$ cat src/rtl/clk25m_ctrl.sv
// Power/clock sequencer between the DCM and the ASIC chain: waits for a stable
// lock, gates the 25 MHz chip clocks on, then releases chip reset (reverse on teardown).
module clk25m_ctrl #(
  parameter int LOCK_WAIT = 1024,
  parameter int RST_DLY   = 256,
  parameter int OFF_DLY   = 64
) (
  input  logic       clk,
  input  logic       rstn,
  input  logic       locked,
  input  logic       en_req,
  input  logic       lost_clr,
  output logic       clk25m_on,
  output logic       asic_rstn,
  output logic       ready,
  output logic       lock_lost,
  output logic [2:0] state
);

  localparam int MAX_AB  = (LOCK_WAIT > RST_DLY) ? LOCK_WAIT : RST_DLY;
  localparam int MAX_DLY = (MAX_AB > OFF_DLY) ? MAX_AB : OFF_DLY;
  localparam int CW      = $clog2(MAX_DLY) + 1;

  localparam logic [CW-1:0] LOCK_LAST = CW'(LOCK_WAIT - 1);
  localparam logic [CW-1:0] RST_LAST  = CW'(RST_DLY - 1);
  localparam logic [CW-1:0] OFF_LAST  = CW'(OFF_DLY - 1);

  typedef enum logic [2:0] {
    S_IDLE      = 3'd0,
    S_WAIT_LOCK = 3'd1,
    S_CLK_ON    = 3'd2,
    S_RUN       = 3'd3,
    S_STOP      = 3'd4
  } state_t;

  state_t        state_q;
  state_t        state_d;
  logic [CW-1:0] cnt_q;
  logic [CW-1:0] cnt_d;
  logic          locked_m;
  logic          locked_s;
  logic          clk_on_d;
  logic          run_d;
  logic          fault_d;
  logic          fault_q;

  // Two-flop synchronizer: locked comes straight from the DCM, unrelated to clk.
  always_ff @(posedge clk) begin
    if (!rstn) begin
      locked_m <= 1'b0;
      locked_s <= 1'b0;
    end else begin
      locked_m <= locked;
      locked_s <= locked_m;
    end
  end

  always_ff @(posedge clk) begin
    if (!rstn) begin
      state_q <= S_IDLE;
      cnt_q   <= '0;
    end else begin
      state_q <= state_d;
      cnt_q   <= cnt_d;
    end
  end

  // Lock loss while the chips are clocked beats every other transition.
  always_comb begin
    state_d = state_q;
    cnt_d   = cnt_q;
    case (state_q)
      S_IDLE: begin
        cnt_d = '0;
        if (en_req) state_d = S_WAIT_LOCK;
      end
      S_WAIT_LOCK: begin
        if (!en_req) begin
          state_d = S_IDLE;
        end else if (locked_s) begin
          if (cnt_q == LOCK_LAST) state_d = S_CLK_ON;
          else                    cnt_d   = cnt_q + 1'b1;
        end else begin
          cnt_d = '0;
        end
      end
      S_CLK_ON: begin
        if (!locked_s)             state_d = S_IDLE;
        else if (!en_req)          state_d = S_STOP;
        else if (cnt_q == RST_LAST) state_d = S_RUN;
        else                       cnt_d   = cnt_q + 1'b1;
      end
      S_RUN: begin
        if (!locked_s)    state_d = S_IDLE;
        else if (!en_req) state_d = S_STOP;
      end
      S_STOP: begin
        if (!locked_s)              state_d = S_IDLE;
        else if (cnt_q == OFF_LAST) state_d = S_IDLE;
        else                        cnt_d   = cnt_q + 1'b1;
      end
      default: state_d = S_IDLE;
    endcase
    if (state_d != state_q) cnt_d = '0;
  end

  always_comb begin
    clk_on_d = (state_q == S_CLK_ON) || (state_q == S_RUN) || (state_q == S_STOP);
    run_d    = (state_q == S_RUN);
    fault_d  = clk_on_d && !locked_s;
  end

  // The fault is staged one flop so lock_lost moves on the same edge as the gates drop.
  always_ff @(posedge clk) begin
    if (!rstn) begin
      clk25m_on <= 1'b0;
      asic_rstn <= 1'b0;
      ready     <= 1'b0;
      fault_q   <= 1'b0;
      lock_lost <= 1'b0;
    end else begin
      clk25m_on <= clk_on_d;
      asic_rstn <= run_d;
      ready     <= run_d;
      fault_q   <= fault_d;
      if (fault_q)       lock_lost <= 1'b1;
      else if (lost_clr) lock_lost <= 1'b0;
    end
  end

  assign state = state_q;

endmodule

$ cat config.mk
export PLATFORM = sky130hd
export DESIGN_NAME = clk25m_ctrl
export DESIGN_NICKNAME = d
export VERILOG_FILES = /design/src/rtl/clk25m_ctrl.sv
export SDC_FILE = /design/constraint.sdc
export NUM_CORES = 1
export LEC_CHECK = 0
export BUFFER_PORTS_ARGS = -buffer_cell sky130_fd_sc_hd__buf_4
export CORE_UTILIZATION = 50
export DETAILED_ROUTE_END_ITERATION = 7
export GPL_TIMING_DRIVEN = 0
export HOLD_SLACK_MARGIN = 0.1
export MAX_ROUTING_LAYER = met4
export PLACE_DENSITY_LB_ADDON = 0.25
export SLEW_MARGIN = 20
export SYNTH_ARGS = -nofsm -noshare
export SYNTH_HDL_FRONTEND = slang
export SYNTH_SLANG_ARGS = --single-unit
export TNS_END_PERCENT = 5
$ cat constraint.sdc
create_clock -name clk -period 2.3 [get_ports clk]
set_clock_uncertainty 0.1 [all_clocks]
set_input_delay 0.46 -clock clk [delete_from_list [all_inputs] [get_ports clk]]
set_output_delay 0.46 -clock clk [all_outputs]
set_load 0.05 [all_outputs]
* Word level (Yosys, flattened, before mapping)
Index checks and enable logic that the tools add are counted.
** Cells by class
- Add/sub/neg operators :: 1
- Equal/unequal tests :: 15
- Muxes and demuxes :: 23
- Bitwise operators :: 1
- Reductions and logical operators :: 9
** Operators with widths (number)
- $mux W11 :: 8
- $pmux W11 S4 :: 1
- $mux W3 :: 11
- $pmux W3 S5 :: 1
- $ne A2 B2 Y1 const B :: 6
- $add A11 B1 Y11 const B :: 1
- $eq A11 B10 Y1 const B :: 1
- $eq A11 B6 Y1 const B :: 1
- $eq A11 B8 Y1 const B :: 1
- $reduce_and A8 Y1 :: 1
- $eq A3 B2 Y1 const B :: 2
- $reduce_bool A4 Y1 :: 1
- $eq A3 B1 Y1 const B :: 1
- $eq A3 B3 Y1 const B :: 1
- $logic_not A3 Y1 :: 1
- $ne A3 B3 Y1 :: 1
- $ne A3 B3 Y1 const B :: 1
- $logic_or A1 B1 Y1 :: 2
- $mux W1 :: 2
- $reduce_bool A2 Y1 :: 1
- $reduce_or A2 Y1 :: 1
- $logic_and A1 B1 Y1 :: 1
- $logic_not A1 Y1 :: 1
- $not A1 Y1 :: 1
** Word-level totals
- Flip-flop bits (word level) :: 20
- Output and inout bits :: 7
- Logic and storage cells :: 57

* Depth between registers and ports, before layout
- Depth in word-level cells :: 7
- Gate-level depth with buffers :: 8

* Least setup slack after synthesis
No wires, ideal clock.
- Kind :: flip-flop to flip-flop
- Start point :: reg state_q[1] (netlist: state[1])
- End point :: reg cnt_q[0]
- Data arrival time :: 2.009 ns
- Required time :: 2.075 ns
- Setup slack :: 0.065 ns
- Stages on the path, launching flop included :: 8
- Path buffers :: 2
- Clock period less this slack :: 2.235 ns
- Cells stage by stage :: dfxtp_1 > buf_2 > or3b_2 > o41a_1 > o21ba_2 > buf_2 > nand4b_1 > a21oi_1
** On the way
- Longest elaborated chain between the ends :: 6
- Elaborated cells on any way between the ends :: 29
- Those cells by class :: eq/ne: 12; mux: 13; reduce/logical: 4
** RTL lines
- from (decl) :: line 36 : state_t state_q;
- from (signal assigned) :: line 63 : state_q <= state_d;
- $mux W3, on equally long branches :: line 90, 81
- $mux W3, on equally long branches :: line 89, 80
- $mux W3, on equally long branches :: line 88, 78
- $pmux W3 S5 :: line 72 : case (state_q)
- $ne A3 B3 Y1 :: line 104 : if (state_d != state_q) cnt_d = '0;
- $reduce_or A2 Y1 (no source line)
- to (signal assigned) :: line 64 : cnt_q <= cnt_d;
- to (decl) :: line 38 : logic [CW-1:0] cnt_q;
Parallel ways exist; a longest one is shown, timed or not.
A chain may end at the register's enable or synchronous reset.

* Worst setup path after layout
- Start point :: reg cnt_q[0]
- End point :: reg cnt_q[6]
** On the way
- Longest elaborated chain between the ends :: 7
- Elaborated cells on any way between the ends :: 28
- Those cells by class :: add/sub: 1; eq/ne: 7; mux: 18; reduce/logical: 2
** RTL lines
- branches (longest 7 deep; another with $add A11 B1 Y11)
Parallel ways; which one is timed is not known. The select of a mux whose other input is x is not followed.

==> flow_summary.json <==
{
  "hold_buffers": 0,
  "die_y_um": 52.9,
  "fin_crit_ns": 2.15,
  "dpl.hpwl_um": 2120,
  "cp.depth": 7,
  "yosysUniqueCellTypes": 48,
  "htreeDepth": 1,
  "critPathLaunch": "cnt_q[0]",
  "synth_top_family_by_area": "simple AND/OR/NAND/NOR gates",
  "fillers": 231,
  "synthTopCellsByArea": "dfxtp_1, o41ai_1, a21oi_1",
  "grt_max_degree": 13,
  "hold_viol_final": 0,
  "slowest_delay_ns": 0.60,
  "fin_nets": 178,
  "whs_ns": 0.246,
  "start_util_pct": 52.8,
  "coreArea_um2": 2450,
  "die_area_um2": 2800,
  "numCtsBuffers": 3,
  "port_buffers": 10,
  "rrSetupSlack_ns": 0.15,
  "worstPathCellList": "ha_4, nand4_1, or4b_4, o21a_1, buf_2, nand4_1, a21oi_1",
  "cp_max_fo": 10,
  "r2r-start": "cnt_q[0]",
  "hp-class": "in -> reg",
  "postRouteAntennaNets": 0,
  "status": "completed",
  "drc_errors": 0,
  "n_antenna_cell": 0,
  "antenna_found_initial": 0,
  "max-cap-violations": 0,
  "syn_inst": 158,
  "die_w_um": 52.9,
  "setup_tns_ns": 0,
  "max_freq_mhz": 466,
  "yosysSeqAreaShare_pct": 30.9,
  "total_power_uw": 694,
  "dr.pass1.iters": 4,
  "worstPathRequired_ns": 2.40,
  "syn_nets": 164,
  "crit_arrival_ns": 2.25,
  "fin_crit_sh_pct": 93.4,
  "synth-xor-area-share_pct": 0.676,
  "synth_mux_area_share_pct": 0,
  "critPathTopFamily": "simple AND/OR/NAND/NOR gates",
  "clock_sinks": 20,
  "clk_path_buf_depth": 2,
  "ios": 12,
  "synthToLayoutAreaGrowth_pct": 13.6,
  "critPathCaptureType": "flop",
  "cts-root-buf": "clkbuf_4",
  "drtIter0Drc": 82,
  "synth-compound-area-share_pct": 25.2,
  "clk_pin_slew_worst_paths_ns": 0.12,
  "clk_latency_ns": 0.31,
  "gp_congestion": 0.915,
  "synth_edf_count": 0,
  "rsz0062_at_grt": "no",
  "leakage_uw": 0.000532,
  "yosys.area.top_type": "dfxtp_1",
  "synthFlopType": "dfxtp_1",
  "synth_common_cells": "dfxtp_1, a21oi_1, nand4_1",
  "ff2ff_path_depth": 7,
  "synth_fa_ha_area_share_pct": 0.965,
  "crit_slowest_cell": "or4b_4",
  "grt-ovfl-total": 0,
  "wire_per_inst_um": 15.5,
  "grt_pass1_wl_um": 4950,
  "avgSynthCellArea_um2": 8.20,
  "synth-async-reset-ratio_pct": 0,
  "yosysMostFrequentCell": "dfxtp_1",
  "fp-row-count": 18,
  "crit_top_cell": "nand4_1",
  "peakVddDrop_uv": 360,
  "yosysWarnings": 0,
  "wl_um": 3120,
  "synth.top_cell.area_share_pct": 30.9,
  "slew_viol_final": 0,
  "slew_headroom_pct": 61.4,
  "cp-start-kind": "flop",
  "vias_per_cell": 6.45,
  "r2r_end": "cnt_q[6]",
  "power_density_nw_per_um2": 471,
  "ys_ff_latch": 20,
  "drive_gt1_share_pct": 22.8,
  "crit_type": "reg -> reg",
  "timing.critical_path.buf_inv": 1,
  "finalSetupViolations": 0,
  "synth-simple-area-share_pct": 34.5,
  "syn_area_um2": 1300,
  "grt_util_all_layers_pct": 24.7,
  "setup.worst_path.end": "cnt_q[6]",
  "cts_tree": "done",
  "grt_pass1_vias": 1033,
  "worst_pin_slew_ns": 0.577,
  "vias": 1297
}
-- per-stage QoR --
| stage | instance area, µm² | utilization, % | std cells | setup WS [ns] |
|---|---|---|---|---|
| after floorplan | 1300 | - | 158 | 0.0653 |
| after global placement | 1410 | 57.4 | 198 | -0.161 |
| after detailed placement | 1410 | 57.4 | 198 | -0.159 |
| after CTS | 1460 | 59.5 | 201 | 0.0156 |
| after global routing | 1470 | 60.0 | 201 | 0.0434 |
| final | 1470 | 60.0 | 201 | 0.152 |
-- cells in the final DEF (no fill, tap or decap), types with 3 or more instances in the layout --
master / instances
and2_1: 3
a21oi_1: 15
nor2_1: 9
buf_4: 11
dfxtp_1: 18
o41ai_1: 9
clkbuf_4: 3
and3_1: 4
nor3_1: 7
buf_2: 9
inv_1: 3
o21a_1: 4
nor4_1: 3
nand2_1: 8
nor2b_1: 5
nand4_1: 10
a31oi_1: 5
nand3_1: 6
-- worst min path at each step --
stage | startpoint | end | slack (ns) | cells past startpoint
finish | locked | locked_m | 0.25 | 2
global route | locked | locked_m | 0.23 | 2
CTS | locked | locked_m | 0.24 | 2
detailed placement | locked_m | locked_s | 0.32 | 1
global placement | locked_m | locked_s | 0.31 | 1
floorplan | locked_m | locked_s | 0.31 | 1
-- cell families (layout without fill, tap and decap cells) --
kind of cell             count (synthesis)  in the layout
AO/OA/AOI/OAI                           45             45
XOR/XNOR                                 1              1
adder cells (fa/ha/maj)                  1              1
AND/OR/NAND/NOR                         73             73
buffers and inverters                   18             31
flip-flops                              20             20
-- layer usage --
layer	wire (µm)	vias to the layer above	GRT usage [%]	share of wire, %
met4	34	0	7.89	1.1
met2	1360	52	31.4	44
met1	1530	609	38.8	49
met3	198	4	3.45	6.3
met5	0	-	-	0
li1	-	632	-	-
-- flip-flops by register name, indices dropped and copies added, names as in the netlist --
register   count
lock_lost      1
cnt_q         11
state          3
clk25m_on      1
locked_m       1
fault_q        1
locked_s       1
ready          1
-- power by group --
part           total, µW  leakage, µW  internal, µW  switching (µW)
sequential           351     0.000163           349            2.50
combinational       47.8     0.000341          18.3            29.4
clock                295    0.0000279           176             119
-- final cells by class --
| type | count | area [µm²] | share of cell area (%) |
|---|---|---|---|
| Clock inverter | 1 | 30.0 | 2.04 |
| Timing Repair Buffer | 10 | 75.1 | 5.10 |
| Inverter | 3 | 11.3 | 0.765 |
| Sequential cell | 20 | 403 | 27.4 |
| Tap cell | 30 | 37.5 | 2.55 |
| Multi-Input combinational cell | 120 | 807 | 54.8 |
| Clock buffer | 3 | 22.5 | 1.53 |
| Buffer | 14 | 86.3 | 5.86 |
-- what timing repair did --
item / in CTS / in global routing
gates resized for setup: 1 / 3
endpoints found under the setup margin: 11 / 11
buffers inserted: 0 / 0
endpoints found under the hold margin: 0 / 0
No activity file was read; power rests on OpenSTA's default activity.
